$ cat src/rtl/mm_request_bridge.sv
// mm_request_bridge: turns level-held read/write requests from a control
// sequencer into single Avalon-MM transfers. Supports waitrequest stalls,
// fixed-latency or readdatavalid read completion, and a transaction timeout
// that aborts the bus cycle and flags an error.
module mm_request_bridge #(
  parameter int ADDR_W      = 4,
  parameter int DATA_W      = 32,
  parameter int RD_LATENCY  = 1,
  parameter int USE_RDVALID = 0,
  parameter int TIMEOUT     = 255
) (
  input  logic              clk,
  input  logic              reset,
  input  logic              rd_rq,
  input  logic              wr_rq,
  input  logic [ADDR_W-1:0] rd_adr,
  input  logic [ADDR_W-1:0] wr_adr,
  input  logic [DATA_W-1:0] wr_data,
  output logic [DATA_W-1:0] rd_data,
  output logic              rd_valid,
  output logic              action_done,
  output logic              error,
  output logic [ADDR_W-1:0] mm_addr,
  output logic              mm_read,
  output logic              mm_write,
  output logic [DATA_W-1:0] mm_writedata,
  input  logic [DATA_W-1:0] mm_readdata,
  input  logic              mm_readdatavalid,
  input  logic              mm_waitrequest
);

  // A zero TIMEOUT disables the watchdog; keep the counter at least one bit wide.
  localparam int TMO_W = (TIMEOUT > 0) ? $clog2(TIMEOUT + 1) : 1;

  typedef enum logic [2:0] {
    IDLE,
    READ,
    READ_WAIT,
    WRITE,
    DONE
  } state_t;

  state_t            state;
  state_t            state_nxt;
  logic [ADDR_W-1:0] addr_q;
  logic [DATA_W-1:0] wdata_q;
  logic [3:0]        lat_cnt;
  logic [TMO_W-1:0]  tmo_cnt;
  logic              tmo_hit;
  logic              rd_sample;
  logic              wr_accept;
  logic              active;

  assign mm_writedata = wdata_q;

  // Decode completion, abort and sampling conditions for the current cycle.
  always_comb begin
    tmo_hit   = 1'b0;
    rd_sample = 1'b0;
    active    = (state == READ) || (state == READ_WAIT) || (state == WRITE);
    wr_accept = (state == WRITE) && !mm_waitrequest;
    if (TIMEOUT > 0) begin
      tmo_hit = active && (tmo_cnt == TMO_W'(TIMEOUT - 1));
    end
    if (state == READ_WAIT) begin
      if (USE_RDVALID != 0) begin
        rd_sample = mm_readdatavalid;
      end else begin
        rd_sample = (lat_cnt == 4'(RD_LATENCY));
      end
    end
  end

  // Next-state logic and the Avalon command outputs, which follow the state directly.
  always_comb begin
    state_nxt = state;
    mm_read   = 1'b0;
    mm_write  = 1'b0;
    mm_addr   = '0;
    case (state)
      IDLE: begin
        if (rd_rq) begin
          state_nxt = READ;
        end else if (wr_rq) begin
          state_nxt = WRITE;
        end
      end
      READ: begin
        mm_read = 1'b1;
        mm_addr = addr_q;
        if (tmo_hit) begin
          state_nxt = DONE;
        end else if (!mm_waitrequest) begin
          state_nxt = READ_WAIT;
        end
      end
      READ_WAIT: begin
        if (rd_sample || tmo_hit) begin
          state_nxt = DONE;
        end
      end
      WRITE: begin
        mm_write = 1'b1;
        mm_addr  = addr_q;
        if (wr_accept || tmo_hit) begin
          state_nxt = DONE;
        end
      end
      DONE: begin
        if (!rd_rq && !wr_rq) begin
          state_nxt = IDLE;
        end
      end
      default: state_nxt = IDLE;
    endcase
  end

  // State register; async reset drops any bus command immediately.
  always_ff @(posedge clk or posedge reset) begin
    if (reset) begin
      state <= IDLE;
    end else begin
      state <= state_nxt;
    end
  end

  // Request capture, counters, read data and the completion pulses.
  always_ff @(posedge clk or posedge reset) begin
    if (reset) begin
      addr_q      <= '0;
      wdata_q     <= '0;
      lat_cnt     <= '0;
      tmo_cnt     <= '0;
      rd_data     <= '0;
      rd_valid    <= 1'b0;
      action_done <= 1'b0;
      error       <= 1'b0;
    end else begin
      rd_valid    <= 1'b0;
      action_done <= 1'b0;
      if (state == IDLE) begin
        tmo_cnt <= '0;
        lat_cnt <= '0;
        if (rd_rq) begin
          addr_q <= rd_adr;
          error  <= 1'b0;
        end else if (wr_rq) begin
          addr_q  <= wr_adr;
          wdata_q <= wr_data;
          error   <= 1'b0;
        end
      end
      if (active && (tmo_cnt != TMO_W'(TIMEOUT))) begin
        tmo_cnt <= tmo_cnt + 1'b1;
      end
      if (state == READ && !mm_waitrequest) begin
        lat_cnt <= 4'd1;
      end else if (state == READ_WAIT) begin
        lat_cnt <= lat_cnt + 4'd1;
      end
      if (state != DONE && state_nxt == DONE) begin
        action_done <= 1'b1;
        error       <= !(rd_sample || wr_accept);
        if (rd_sample) begin
          rd_data  <= mm_readdata;
          rd_valid <= 1'b1;
        end
      end
    end
  end

endmodule
$ cat config.mk
export PLATFORM = sky130hd
export DESIGN_NAME = mm_request_bridge
export DESIGN_NICKNAME = d
export VERILOG_FILES = /design/src/rtl/mm_request_bridge.sv
export SDC_FILE = /design/constraint.sdc
export NUM_CORES = 1
export LEC_CHECK = 0
export CORE_UTILIZATION = 47
export CTS_CLUSTER_DIAMETER = 40
export DETAILED_ROUTE_END_ITERATION = 8
export HOLD_SLACK_MARGIN = 0.02
export MAX_ROUTING_LAYER = met4
export PLACE_DENSITY = 0.86
export SYNTH_ARGS = -nofsm -noshare
export SYNTH_HDL_FRONTEND = slang
export SYNTH_SLANG_ARGS = --single-unit
export TNS_END_PERCENT = 30
$ cat constraint.sdc
create_clock -name clk -period 6.4 [get_ports clk]
set_clock_uncertainty 0.05 [all_clocks]
set_input_delay 1.28 -clock clk [delete_from_list [all_inputs] [get_ports clk]]
set_output_delay 1.28 -clock clk [all_outputs]
set_load 0.05 [all_outputs]
==> metrics.md <==
| Metric | Value |
|---|---|
| Final instance area | around 5500 µm² |
| Crit path from | state[0] |
| Worst-case register-to-register setup slack | 3710 ps |
| Hold slack final | roughly 450 ps |
| Worst EP required | a little over 5000 ps |
| Worst reg-to-reg path cell count | 3 |
| Detailed-routing iteration count for the pre-antenna-repair pass | 4 |
| Endpoint of the worst setup timing path | mm_read |
| Endpoint of the worst register-to-register path | mm_writedata[24] |
| Cell family contributing the most delay on the critical path | buffers and inverters |
| Post-synth ARST share | 1.00 |
| Number of synthesized flops with an enable pin | 0 |
| Critical path's largest stage delay | between 800 and 900 ps |
| Detailed Route WL | between 8 and 9 mm |
| Quantity of hold-fixing buffers added after cts | 0 |
| Count of cells along the worst hold path | 1 |
| Slew of the pin with the lowest slew margin | ~1200 ps |
| Starting density of the core | 0.487 |
| Cells taking the most area after synthesis | sky130_fd_sc_hd__dfrtp_1 (57%), sky130_fd_sc_hd__mux2_4 (12%), sky130_fd_sc_hd__mux2_2 (9.8%) |
| Count of cell types in the netlist | 45 |
| Placed Instances | 508 |
| FF+latch count, synth | 86 |
| Most frequent cell on the critical path | sky130_fd_sc_hd__nor2b_1 |
| Pwr dens | 594 nW/µm² |
| Layout overhead on the synthesized area | 45.8% |
| Later-pin clock latency in the skew report | around 350 ps |
| Die Height | just over 90 µm |
| Layout cell share with drive strength beyond 1 | 0.199 |
| CP Class | flip-flop to output port |
| Count of antenna-violating nets left after detailed routing | 0 |
| Die width | 91.7 µm |
| Overall power consumption | 3.28 mW |
| Cell type of the slowest stage on the worst timing path | sky130_fd_sc_hd__clkdlybuf4s50_1 |
| CTS Buf Count | 9 |
| Leading area contributor after synthesis | sky130_fd_sc_hd__dfrtp_1 |
| Final count of negative-setup-slack endpoints | 0 |
| Kind of path behind the tightest hold check | flip-flop to flip-flop |
| Worst relative slew slack | 0.202 |
| Routed via count | between 2k and 3k |
| Critical Path Sink Type | output port |
| Root cell of the clock tree | sky130_fd_sc_hd__clkbuf_8 |
| RSZ-0062 raised after global routing | false |
| Reported leakage power | around 2.4 nW |
| Cell count after synthesis | 270 |
| Longest Clk Path Bufs | 2 |
| Most used DFF post-synth | sky130_fd_sc_hd__dfrtp_1 |
| Crit path buffers/inverters | 1 |
| Type of origin of the critical path | flip-flop |
| Post-synthesis average cell area | between 10 and 15 µm² |
| DRC | 0 |
| Final count of pins violating max slew | 0 |
| Routability congestion estimate | just under 0.8 |
| HPWL after detailed placement | roughly 6.3 mm |
| Synthesized area | 3780 µm² |
| Die area | ~8400 µm² |
| Diode count | 0 |
| Setup Fix Bufs, Post-CTS | 0 |
| Area after detailed placement | 5310 µm² |
| Critical Path, Cell by Cell | nor2b_1 -> nor2b_1 -> clkdlybuf4s50_1 |
| Total of max-cap violations | 0 |
| Run status | finished, final reports clean |
| Total grt overflow | 0 |
| Area inside the core boundary | 7770 µm² |
| Deepest level of the CTS H-tree | 3 |
| Fin Setup TNS | 0 ps |
| First-pass GRT wire length | 14.0 mm |
| Top fanout value on the critical path | 15 |
| Portion of synthesized cell area occupied by the leading cell type | 0.569 |
| Final hold violation count | 0 |
| Final cell count without fillers | 524 |
| Number of buffer cells added on primary ports | ~150 |
| Maximum ir drop on the vdd rail | 0.000344 V |
| DRT iter0 DRCs | about 160 |
| Most used standard cell by instance count after synthesis | sky130_fd_sc_hd__dfrtp_1 |
| Final Net Count | 499 |
| Vias in the first global route | roughly 2.7k |
| Clock slew at the register clock pins of the worst setup and hold paths | 80 ps |
| Logic depth of the worst setup path including buffers | 3 |
| F_max | between 200 and 300 MHz |
| Global-route total usage across every layer | 0.223 |
| Initial antenna violation count | 0 |
| Via-to-Cell Ratio | 5.17 |
| Post-route minimum period | 3820 ps |
| Maximum number of pins on one net before global-route repair | between 60 and 70 |
| Clock tree from TritonCTS | yes |
| CP arrival | around 2500 ps |
| Warning count from the yosys run | 0 |
| Gates resized, CTS repair | 0 |
| Post-route fraction of the period consumed by the critical path | 0.597 |
| Total number of clock tree sinks | 86 |
| Worst reg2reg path startpoint | state[2] |
| Filler cells | about 530 |
| Syn_nets | between 300 and 400 |
| Rows | 32 |
| Number of top-level pins | between 150 and 200 |
| Leading cell types by count after synthesis | sky130_fd_sc_hd__dfrtp_1 (86), sky130_fd_sc_hd__mux2_2 (33), sky130_fd_sc_hd__mux2_4 (29), sky130_fd_sc_hd__o21ai_0 (17), sky130_fd_sc_hd__nand2_1 (13) |
| Share of synthesized area occupied by flip-flops and latches | 0.569 |
| Final routed wire length divided by cell count | approximately 17 µm |
## cell usage in the layout (no fill, tap or decap), types with 2 or more instances in the layout
master / instances
sky130_fd_sc_hd__nand2_1: 13
sky130_fd_sc_hd__nand3_1: 4
sky130_fd_sc_hd__clkinvlp_4: 2
sky130_fd_sc_hd__ha_1: 4
sky130_fd_sc_hd__and2_1: 4
sky130_fd_sc_hd__nand4b_1: 2
sky130_fd_sc_hd__a211oi_1: 3
sky130_fd_sc_hd__or3_1: 2
sky130_fd_sc_hd__or4_1: 2
sky130_fd_sc_hd__clkdlybuf4s50_1: 149
sky130_fd_sc_hd__nor4_1: 2
sky130_fd_sc_hd__nor2_1: 5
sky130_fd_sc_hd__mux2i_1: 8
sky130_fd_sc_hd__nor3_1: 2
sky130_fd_sc_hd__dfrtp_1: 86
sky130_fd_sc_hd__clkbuf_8: 10
sky130_fd_sc_hd__o21ai_0: 17
sky130_fd_sc_hd__nor2b_1: 3
sky130_fd_sc_hd__mux2_4: 29
sky130_fd_sc_hd__nand4_1: 2
sky130_fd_sc_hd__inv_1: 5
sky130_fd_sc_hd__mux2_2: 33
sky130_fd_sc_hd__buf_4: 2
sky130_fd_sc_hd__mux2_1: 2
sky130_fd_sc_hd__a21oi_1: 2
sky130_fd_sc_hd__a21o_1: 2
## where the power goes
group          internal (mW)  switching [mW]
Sequential             0.793           0.182
Combinational          0.755            1.15
Clock                  0.195           0.199
Total                   1.74            1.53
## how the worst min path moves through the flow
| stage | end | from | slack, ps |
|---|---|---|---|
| final | rd_data[26] | rd_data[26] | 450 |
| after floorplan | addr_q[1] | addr_q[1] | 420 |
| after global placement | rd_data[26] | rd_data[26] | 420 |
| after detailed placement | rd_data[26] | rd_data[26] | 430 |
| after CTS | rd_data[26] | rd_data[26] | 450 |
| after global routing | rd_data[11] | rd_data[11] | 480 |
## state kept, by name, summed over array words and instances (netlist names), 3 cells and up
name          count
rd_data          32
mm_writedata     32
addr_q            4
state             3
lat_cnt           4
tmo_cnt           8
## layout make-up
type	instances	area (µm²)	area share
sequential	86	2150	0.390
timing repair buffer	151	1510	0.273
multi-input combinational	163	1500	0.272
clock buffer	11	141	0.0256
tap	102	128	0.0231
clock inverter	5	65.1	0.0118
inverter	6	23.8	0.00431
## per-stage QoR
stage                util  worst slack (ps)
global placement    0.684              2900
floorplan               -              2850
CTS                 0.710              2600
finish              0.710              2580
global route        0.710              2460
detailed placement  0.684              2840
## routing by layer
metal | global-route usage | wire length [µm]
met1 | 0.267 | 3690
met3 | 0.0506 | 599
met4 | 0.0911 | 191
met5 | - | 0
met2 | 0.367 | 4450
## kinds of logic (layout without fill, tap and decap cells)
family,count (synthesis),count (layout),synth area share
flops,86,86,0.569
mux,72,72,0.240
simple gates,51,51,0.0817
compound gates,34,34,0.0569
buf+inv,21,173,0.0347
fa+ha+maj,4,4,0.0132
xor+xnor,2,2,0.00463
Power figures use the tool's default switching activity.
